$ cat config.mk
export PLATFORM = sky130hd
export DESIGN_NAME = mem_port_arbiter_flat
export DESIGN_NICKNAME = d
export VERILOG_FILES = /design/src/rtl/mem_port_arbiter_if.sv /design/src/rtl/mem_port_arbiter.sv /design/src/flat_wrapper.sv
export SDC_FILE = /design/constraint.sdc
export NUM_CORES = 1
export LEC_CHECK = 0
export CAP_MARGIN = 10
export CORE_ASPECT_RATIO = 0.9
export CORE_MARGIN = 1
export CORE_UTILIZATION = 47
export CTS_CLUSTER_SIZE = 16
export DETAILED_ROUTE_END_ITERATION = 7
export HOLD_SLACK_MARGIN = 0.12
export PLACE_DENSITY = 0.95
export SYNTH_ARGS = -nofsm -noshare
export SYNTH_HDL_FRONTEND = slang
export SYNTH_SLANG_ARGS = --single-unit
$ cat constraint.sdc
create_clock -name clock -period 7.4 [get_ports clock]
set_input_delay 1.48 -clock clock [delete_from_list [all_inputs] [get_ports clock]]
set_output_delay 1.48 -clock clock [all_outputs]
set_load 0.02 [all_outputs]
$ cat src/rtl/mem_port_arbiter_if.sv
// mem_port_arbiter_if: fetch, load/store and RAM-port signals for the shared memory port
interface mem_port_arbiter_if #(
  parameter int WIDTH = 32,
  parameter int ADDR_W = 10
);
  logic              if_req;
  logic [ADDR_W-1:0] if_addr;
  logic              if_gnt;
  logic              if_rvalid;
  logic [WIDTH-1:0]  if_rdata;
  logic              d_req;
  logic              d_we;
  logic [WIDTH/8-1:0] d_be;
  logic [ADDR_W-1:0] d_addr;
  logic [WIDTH-1:0]  d_wdata;
  logic              d_gnt;
  logic              d_rvalid;
  logic [WIDTH-1:0]  d_rdata;
  logic              ram_we;
  logic [ADDR_W-1:0] ram_addr;
  logic [WIDTH-1:0]  ram_wdata;
  logic [WIDTH-1:0]  ram_rdata;
  modport master (
    output if_req, if_addr, d_req, d_we, d_be, d_addr, d_wdata, ram_rdata,
    input  if_gnt, if_rvalid, if_rdata, d_gnt, d_rvalid, d_rdata, ram_we, ram_addr, ram_wdata
  );
  modport slave (
    input  if_req, if_addr, d_req, d_we, d_be, d_addr, d_wdata, ram_rdata,
    output if_gnt, if_rvalid, if_rdata, d_gnt, d_rvalid, d_rdata, ram_we, ram_addr, ram_wdata
  );
endinterface

$ cat src/rtl/mem_port_arbiter.sv
// mem_port_arbiter: shares one RAM port between fetch and load/store, turning sub-word stores into read-modify-write
module mem_port_arbiter #(
  parameter int WIDTH = 32,
  parameter int ADDR_W = 10,
  parameter int MAX_WAIT = 4
) (
  input logic clock,
  input logic reset,
  mem_port_arbiter_if.slave bus
);
  localparam int NB = WIDTH / 8;
  localparam int WAIT_W = $clog2(MAX_WAIT + 1);
  localparam logic [WAIT_W-1:0] WAIT_MAX = WAIT_W'(MAX_WAIT);
  typedef enum logic {ARB, RMW_WR} state_t;
  state_t state, state_n;
  logic [WAIT_W-1:0] wait_cnt;
  logic [ADDR_W-1:0] rmw_addr;
  logic [WIDTH-1:0] rmw_data, merged;
  logic d_win, full, partial, rd_d, rmw_start;
  assign full = &bus.d_be;
  assign partial = |bus.d_be && !full;
  assign d_win = bus.d_req && !(bus.if_req && wait_cnt == WAIT_MAX);
  // merge store bytes over the word currently read from RAM
  always_comb begin
    merged = bus.ram_rdata;
    for (int i = 0; i < NB; i++)
      if (bus.d_be[i]) merged[8*i +: 8] = bus.d_wdata[8*i +: 8];
  end
  // grants, RAM port drive and next state
  always_comb begin
    bus.d_gnt = !reset && state == ARB && d_win;
    bus.if_gnt = !reset && state == ARB && bus.if_req && !d_win;
    rd_d = bus.d_gnt && !bus.d_we;
    rmw_start = bus.d_gnt && bus.d_we && partial;
    bus.ram_we = !reset && (state == RMW_WR || (bus.d_gnt && bus.d_we && full));
    bus.ram_addr = state == RMW_WR ? rmw_addr : d_win ? bus.d_addr : bus.if_addr;
    bus.ram_wdata = state == RMW_WR ? rmw_data : bus.d_wdata;
    state_n = rmw_start ? RMW_WR : ARB;
  end
  // state, fetch wait counter and registered read data
  always_ff @(posedge clock) begin
    if (reset) begin
      state <= ARB;
      wait_cnt <= '0;
      bus.if_rvalid <= 1'b0;
      bus.d_rvalid <= 1'b0;
      bus.if_rdata <= '0;
      bus.d_rdata <= '0;
    end else begin
      state <= state_n;
      wait_cnt <= (!bus.if_req || bus.if_gnt) ? '0 : wait_cnt == WAIT_MAX ? wait_cnt : wait_cnt + 1'b1;
      bus.if_rvalid <= bus.if_gnt;
      bus.d_rvalid <= rd_d;
      if (bus.if_gnt) bus.if_rdata <= bus.ram_rdata;
      if (rd_d) bus.d_rdata <= bus.ram_rdata;
    end
  end
  // capture address and merged word for the write half of a partial store
  always_ff @(posedge clock) begin
    if (rmw_start) begin
      rmw_addr <= bus.d_addr;
      rmw_data <= merged;
    end
  end
endmodule
$ cat src/flat_wrapper.sv
// flat-port wrapper written by rule: the top's interface ports become plain ports
module mem_port_arbiter_flat 
#(
  parameter int WIDTH = 32,
  parameter int ADDR_W = 10,
  parameter int MAX_WAIT = 4
)
  (clock, reset, bus_if_req, bus_if_addr, bus_d_req, bus_d_we, bus_d_be, bus_d_addr, bus_d_wdata, bus_ram_rdata, bus_if_gnt, bus_if_rvalid, bus_if_rdata, bus_d_gnt, bus_d_rvalid, bus_d_rdata, bus_ram_we, bus_ram_addr, bus_ram_wdata);
  mem_port_arbiter_if #(.WIDTH(WIDTH), .ADDR_W(ADDR_W)) bus_i ();
  input logic clock;
  input logic reset;
  input wire logic [$bits(bus_i.if_req)-1:0] bus_if_req;
  input wire logic [$bits(bus_i.if_addr)-1:0] bus_if_addr;
  input wire logic [$bits(bus_i.d_req)-1:0] bus_d_req;
  input wire logic [$bits(bus_i.d_we)-1:0] bus_d_we;
  input wire logic [$bits(bus_i.d_be)-1:0] bus_d_be;
  input wire logic [$bits(bus_i.d_addr)-1:0] bus_d_addr;
  input wire logic [$bits(bus_i.d_wdata)-1:0] bus_d_wdata;
  input wire logic [$bits(bus_i.ram_rdata)-1:0] bus_ram_rdata;
  output wire logic [$bits(bus_i.if_gnt)-1:0] bus_if_gnt;
  output wire logic [$bits(bus_i.if_rvalid)-1:0] bus_if_rvalid;
  output wire logic [$bits(bus_i.if_rdata)-1:0] bus_if_rdata;
  output wire logic [$bits(bus_i.d_gnt)-1:0] bus_d_gnt;
  output wire logic [$bits(bus_i.d_rvalid)-1:0] bus_d_rvalid;
  output wire logic [$bits(bus_i.d_rdata)-1:0] bus_d_rdata;
  output wire logic [$bits(bus_i.ram_we)-1:0] bus_ram_we;
  output wire logic [$bits(bus_i.ram_addr)-1:0] bus_ram_addr;
  output wire logic [$bits(bus_i.ram_wdata)-1:0] bus_ram_wdata;
  assign bus_i.if_req = bus_if_req;
  assign bus_i.if_addr = bus_if_addr;
  assign bus_i.d_req = bus_d_req;
  assign bus_i.d_we = bus_d_we;
  assign bus_i.d_be = bus_d_be;
  assign bus_i.d_addr = bus_d_addr;
  assign bus_i.d_wdata = bus_d_wdata;
  assign bus_i.ram_rdata = bus_ram_rdata;
  assign bus_if_gnt = bus_i.if_gnt;
  assign bus_if_rvalid = bus_i.if_rvalid;
  assign bus_if_rdata = bus_i.if_rdata;
  assign bus_d_gnt = bus_i.d_gnt;
  assign bus_d_rvalid = bus_i.d_rvalid;
  assign bus_d_rdata = bus_i.d_rdata;
  assign bus_ram_we = bus_i.ram_we;
  assign bus_ram_addr = bus_i.ram_addr;
  assign bus_ram_wdata = bus_i.ram_wdata;
  mem_port_arbiter #(.WIDTH(WIDTH), .ADDR_W(ADDR_W), .MAX_WAIT(MAX_WAIT)) u_core (.clock(clock), .reset(reset), .bus(bus_i));
endmodule
* Word-level counts from Yosys, hierarchy flattened *
Cells that the tools add are included.

operators by class
  equality and inequality tests = 1
  $add $sub $neg = 1
  muxes and demuxes = 8
  reductions and logical operators = 23
  bitwise operators = 1

operators by type and width
  cell                                         number
  2-to-1 mux 32 bit                            1
  2-to-1 mux 8 bit                             4
  2-to-1 mux 10 bit                            2
  logical AND 1 bit                            12
  zero test 1 bit                              6
  AND reduction 4 bit                          1
  OR reduction 4 bit                           1
  adder 3 x 1 -> 3 bit, second input constant  1
  equality test 3 bit, second input constant   1
  logical OR 1 bit                             2
  OR reduction 2 bit                           1
  2-to-1 mux 1 bit                             1
  NOT 1 bit                                    1

word-level totals
  output and inout port bits = 111
  input bits = 93
  logic and storage cells = 42
  register bits after elaboration = 112

* Longest topological paths before layout *
  depth after elaboration = 9
  gate-level depth with buffers = 8
  gate-level depth less buffers = 5

* Least setup slack after synthesis *
OpenSTA, ideal clock, no wires.

  path kind = input-to-reg
  start point = in bus_d_be[3]
  end point = reg u_core.rmw_addr[0], enable pin
  slack = 2.034 ns
  data arrival time = 4.872 ns
  stages = 3
  data required time = 6.906 ns
  library setup time = 0.494 ns
  buffers on the path = 1
  path through = clkbuf_1 > and4_1 > nor3_1

on the way
  longest elaborated chain between the ends = 4
  elaborated cells on any way between the ends = 5
  those cells by class = reduce/logical: 5

RTL lines
  element                line                    text
  start, declared        flat_wrapper.sv:16      input wire logic [$bits(bus_i.d_be)-1:0] bus_d_be;
  AND reduction 4 bit    mem_port_arbiter.sv:20  assign full = &bus.d_be;
  zero test 1 bit        mem_port_arbiter.sv:21  assign partial = |bus.d_be && !full;
  logical AND 1 bit (*)  mem_port_arbiter.sv:21
  logical AND 1 bit (*)  mem_port_arbiter.sv:34  rmw_start = bus.d_gnt && bus.d_we && partial;
  net u_core.rmw_start   mem_port_arbiter.sv:19  logic d_win, full, partial, rd_d, rmw_start;
  end signal, assigned   mem_port_arbiter.sv:61  rmw_addr <= bus.d_addr;
  end, declared          mem_port_arbiter.sv:17  logic [ADDR_W-1:0] rmw_addr;

The timed path passes the listed nets; every way through them passes the cells marked *.
A chain may end at the register's enable or synchronous reset.

* Worst setup path after layout *
  start point = in bus_if_req
  end point = out bus_if_gnt

on the way
  longest elaborated chain between the ends = 5
  elaborated cells on any way between the ends = 6
  those cells by class = reduce/logical: 6

RTL lines
  element                line                    text
  start, declared        flat_wrapper.sv:12      input wire logic [$bits(bus_i.if_req)-1:0] bus_if_req;
  logical AND 1 bit      mem_port_arbiter.sv:22  assign d_win = bus.d_req && !(bus.if_req && wait_cnt == WAIT_MAX);
  zero test 1 bit        mem_port_arbiter.sv:22
  logical AND 1 bit      mem_port_arbiter.sv:22
  zero test 1 bit        mem_port_arbiter.sv:32  bus.if_gnt = !reset && state == ARB && bus.if_req && !d_win;
  logical AND 1 bit (*)  mem_port_arbiter.sv:32
  end, declared          flat_wrapper.sv:20      output wire logic [$bits(bus_i.if_gnt)-1:0] bus_if_gnt;

Every way passes the cells marked *; elsewhere a longest branch is shown, timed or not.

==> results.json <==
{
  "synth_cells": 469,
  "setup_viol": 0,
  "start_kind": "input pin",
  "tightest_slew_ns": 0.950,
  "clkLatencyLatePin_ns": 0.34,
  "yosysUniqueCellTypes": 32,
  "yosys_warnings": 0,
  "dieWidth_um": 111,
  "ant_nets": 0,
  "drt_iter0_drc": 210,
  "n_antenna_cell": 0,
  "path_delay_family": "buffers and inverters",
  "htree_num_levels": 3,
  "setup.worst_path.class": "in -> out",
  "synthMuxAreaShare_pct": 21.0,
  "postCtsSetupRepairBufs": 0,
  "grt_setup_unrepaired": "no",
  "viasPerCell": 5.49,
  "p_per_area_nw_per_um2": 196,
  "fp-row-count": 35,
  "finalMaxSlewViolations": 0,
  "crit_buf_inv": 4,
  "portBuffers": 203,
  "cpPeakStageDelay_ns": 0.70,
  "fp.dieH_um": 100,
  "cts_hold_buf": 0,
  "path_clk_slew_ns": 0.07,
  "place_area_sq_um": 7070,
  "grt_pass1_vias": 4466,
  "initial_core_util_pct": 48.7,
  "dr.pass1.iters": 4,
  "synth_xor_area_share_pct": 0.175,
  "cp.arrival_ns": 3.85,
  "antenna_found_initial": 0,
  "areaGrowthSynthToFinish_pct": 46.7,
  "drive_gt1_share_pct": 4.26,
  "period_needed_ns": 5.33,
  "finish.instance_area_sq_um": 7360,
  "async_flop_share_pct": 0,
  "outcome": "complete, no violations",
  "drt_wl_total_um": 14300,
  "max-cap-violations": 0,
  "sw_frac_of_total_pct": 25.5,
  "globalRouteOverflowTotal": 0,
  "synth_compound_area_share_pct": 7.53,
  "cts_sinks": 112,
  "synth-simple-area-share_pct": 13.3,
  "synth_top_family_by_area": "multiplexers",
  "die-area_sq_um": 11100,
  "cts-root-buf": "clkbuf_16",
  "synth-seq-cells": 112,
  "pwr-share-comb_pct": 19.9,
  "core-area_sq_um": 10300,
  "critPathSlowestCell": "clkdlybuf4s50_1",
  "yosysSeqAreaShare_pct": 53.1,
  "ir_drop_v": 0.000170,
  "grt_usage_pct": 25.7,
  "critical_path_required_ns": 5.92,
  "slew_headroom_pct": 36.7,
  "synthesis.area_sq_um": 5010,
  "p_sw_uw": 369,
  "synth_edf_count": 42,
  "p_leak_uw": 0.00263,
  "boundaryPins": 204,
  "vias": 4318,
  "layout.nets": 747,
  "finalWeightedCongestion": 0.751,
  "clockPowerShare_pct": 32.9,
  "synth_fp_nets": 564,
  "grt_first_pass_wirelength_um": 22500,
  "clock.fmax_mhz": 187,
  "hold_path_class": "reg -> reg",
  "p_int_uw": 1080,
  "clock_path_buffers": 2,
  "avgSynthCellArea_sq_um": 10.7,
  "cts_resized": 0,
  "dpl.hpwl_um": 9820,
  "grt_max_degree": 98,
  "yosys.area_share.adder_pct": 0.499,
  "reg2reg_slack_ns": 4.50,
  "critPathMaxFanout": 36,
  "finalSetupTns_ns": 0,
  "routedWlPerCell_um": 18.2,
  "post-route-period-util_pct": 72.1,
  "pwr-share-seq_pct": 47.2,
  "cts_tree": "done",
  "fin_skew_ns": 0.00587,
  "synth-main-ff-cell": "dfxtp_1",
  "final_hold_viol_count": 0,
  "crit_path_end_kind": "primary output",
  "remaining_drc_errors": 0,
  "path_cells": "clkdlybuf4s50_1 > nor3b_4 > buf_4 > and2_1 > buf_4 > clkdlybuf4s50_1",
  "cts_buffers": 9
}
## metrics by stage
step	hold slack [ns]	setup slack [ns]	util (%)	instances	power, uW
5_1_grt	0.470	1.96	71.5	786	1500
3_3_place_gp	0.436	2.16	68.7	770	971
4_1_cts	0.453	2.08	71.5	786	1450
3_5_place_dp	0.444	2.10	68.7	770	981
6_report	0.454	2.07	71.5	786	1440
2_1_floorplan	0.523	2.03	-	469	829
## synth_stat cells (all sizes together) (2+ instances only)
| library cell | n | area [sq um] |
|---|---|---|
| nand2 | 98 | 368 |
| dfxtp | 70 | 1400 |
| mux2 | 64 | 721 |
| o21ai | 52 | 260 |
| edfxtp | 42 | 1260 |
| nand3 | 34 | 170 |
| mux2i | 33 | 330 |
| clkbuf | 21 | 78.8 |
| buf | 17 | 125 |
| a32oi | 9 | 78.8 |
| inv | 5 | 18.8 |
| nor3 | 5 | 40.0 |
| and2 | 2 | 12.5 |
| ha | 2 | 25.0 |
| nor2 | 2 | 7.51 |
| nor2b | 2 | 12.5 |
## state kept, by name, indices dropped and copies added (netlist names)
signal,flops
u_core.wait_cnt,3
u_core.bus.d_rdata,32
u_core.bus.d_rvalid,1
u_core.rmw_data,32
u_core.rmw_addr,10
u_core.bus.if_rdata,32
u_core.bus.if_rvalid,1
u_core.state,1
## placed cells by master, fill, tap and decap left out, drive strengths merged
cell | synthesis | final
clkdlybuf4s50 | 0 | 203
a21bo | 1 | 1
o41ai | 1 | 1
mux2 | 64 | 64
a21oi | 1 | 1
dfxtp | 70 | 70
ha | 2 | 2
nor3 | 5 | 5
nand3 | 34 | 34
a32oi | 9 | 9
nand3b | 1 | 1
and4 | 1 | 1
a41oi | 1 | 1
nor2b | 2 | 2
and3 | 1 | 1
clkbuf | 21 | 11
o21ai | 52 | 52
nand2 | 98 | 98
nor2 | 2 | 2
nor3b | 1 | 1
buf | 17 | 7
edfxtp | 42 | 42
inv | 5 | 6
xnor2 | 1 | 1
clkinv | 0 | 3
nor4 | 1 | 1
and2 | 2 | 2
mux2i | 33 | 33
a31oi | 1 | 1
bufinv | 0 | 1
## layer usage
metal	routed length [um]	vias to the layer above	part of all wire, %	global-route usage (%)
met1	5690	2060	40	28.7
met4	217	0	1.5	8.82
li1	-	2025	-	-
met2	7460	210	52	47.5
met3	978	23	6.8	6.88
met5	0	-	0	0
## power groups by stage
stage	clock [uW]	combinational, uW	sequential [uW]
after global routing	511	303	684
after detailed placement	0	285	695
after floorplan	0	113	717
after global placement	0	276	694
final	476	287	682
after CTS	486	287	682
## worst register-to-register path, delay by kind of cell, from the launching register on
kind	cells	cell delay [ns]
flip-flops	1	0.34
AND/OR/NAND/NOR	3	1.29
buffers and inverters	2	0.89
## cells by family (layout without fill, tap and decap cells)
logic type / Yosys count / count (layout)
DFF: 112 / 112
adders and majority gates: 2 / 2
muxes: 97 / 97
and+or+nand+nor: 148 / 148
xor gates and xnor gates: 1 / 1
buffers and inverters: 43 / 231
AOI/OAI and AO/OA: 66 / 66
## layout make-up
class,count,area [sq um]
fill,713,2930
sequential,112,2660
multi-input combinational,314,2140
timing repair buffer,210,2080
clock buffer,11,233
tap,129,161
clock inverter,5,56.3
inverter,5,18.8
## final timing paths
kind | endpoint | cells past startpoint | startpoint
worst max register to register | u_core.rmw_data[16] | 5 | u_core.state
worst max-delay path | bus_if_gnt | 6 | bus_if_req
worst min register to register | u_core.bus.if_rdata[27] | 2 | u_core.bus.if_rdata[27]
worst min-delay path | u_core.bus.if_rdata[27] | 2 | u_core.bus.if_rdata[27]
(Power assumes the default switching activity.)
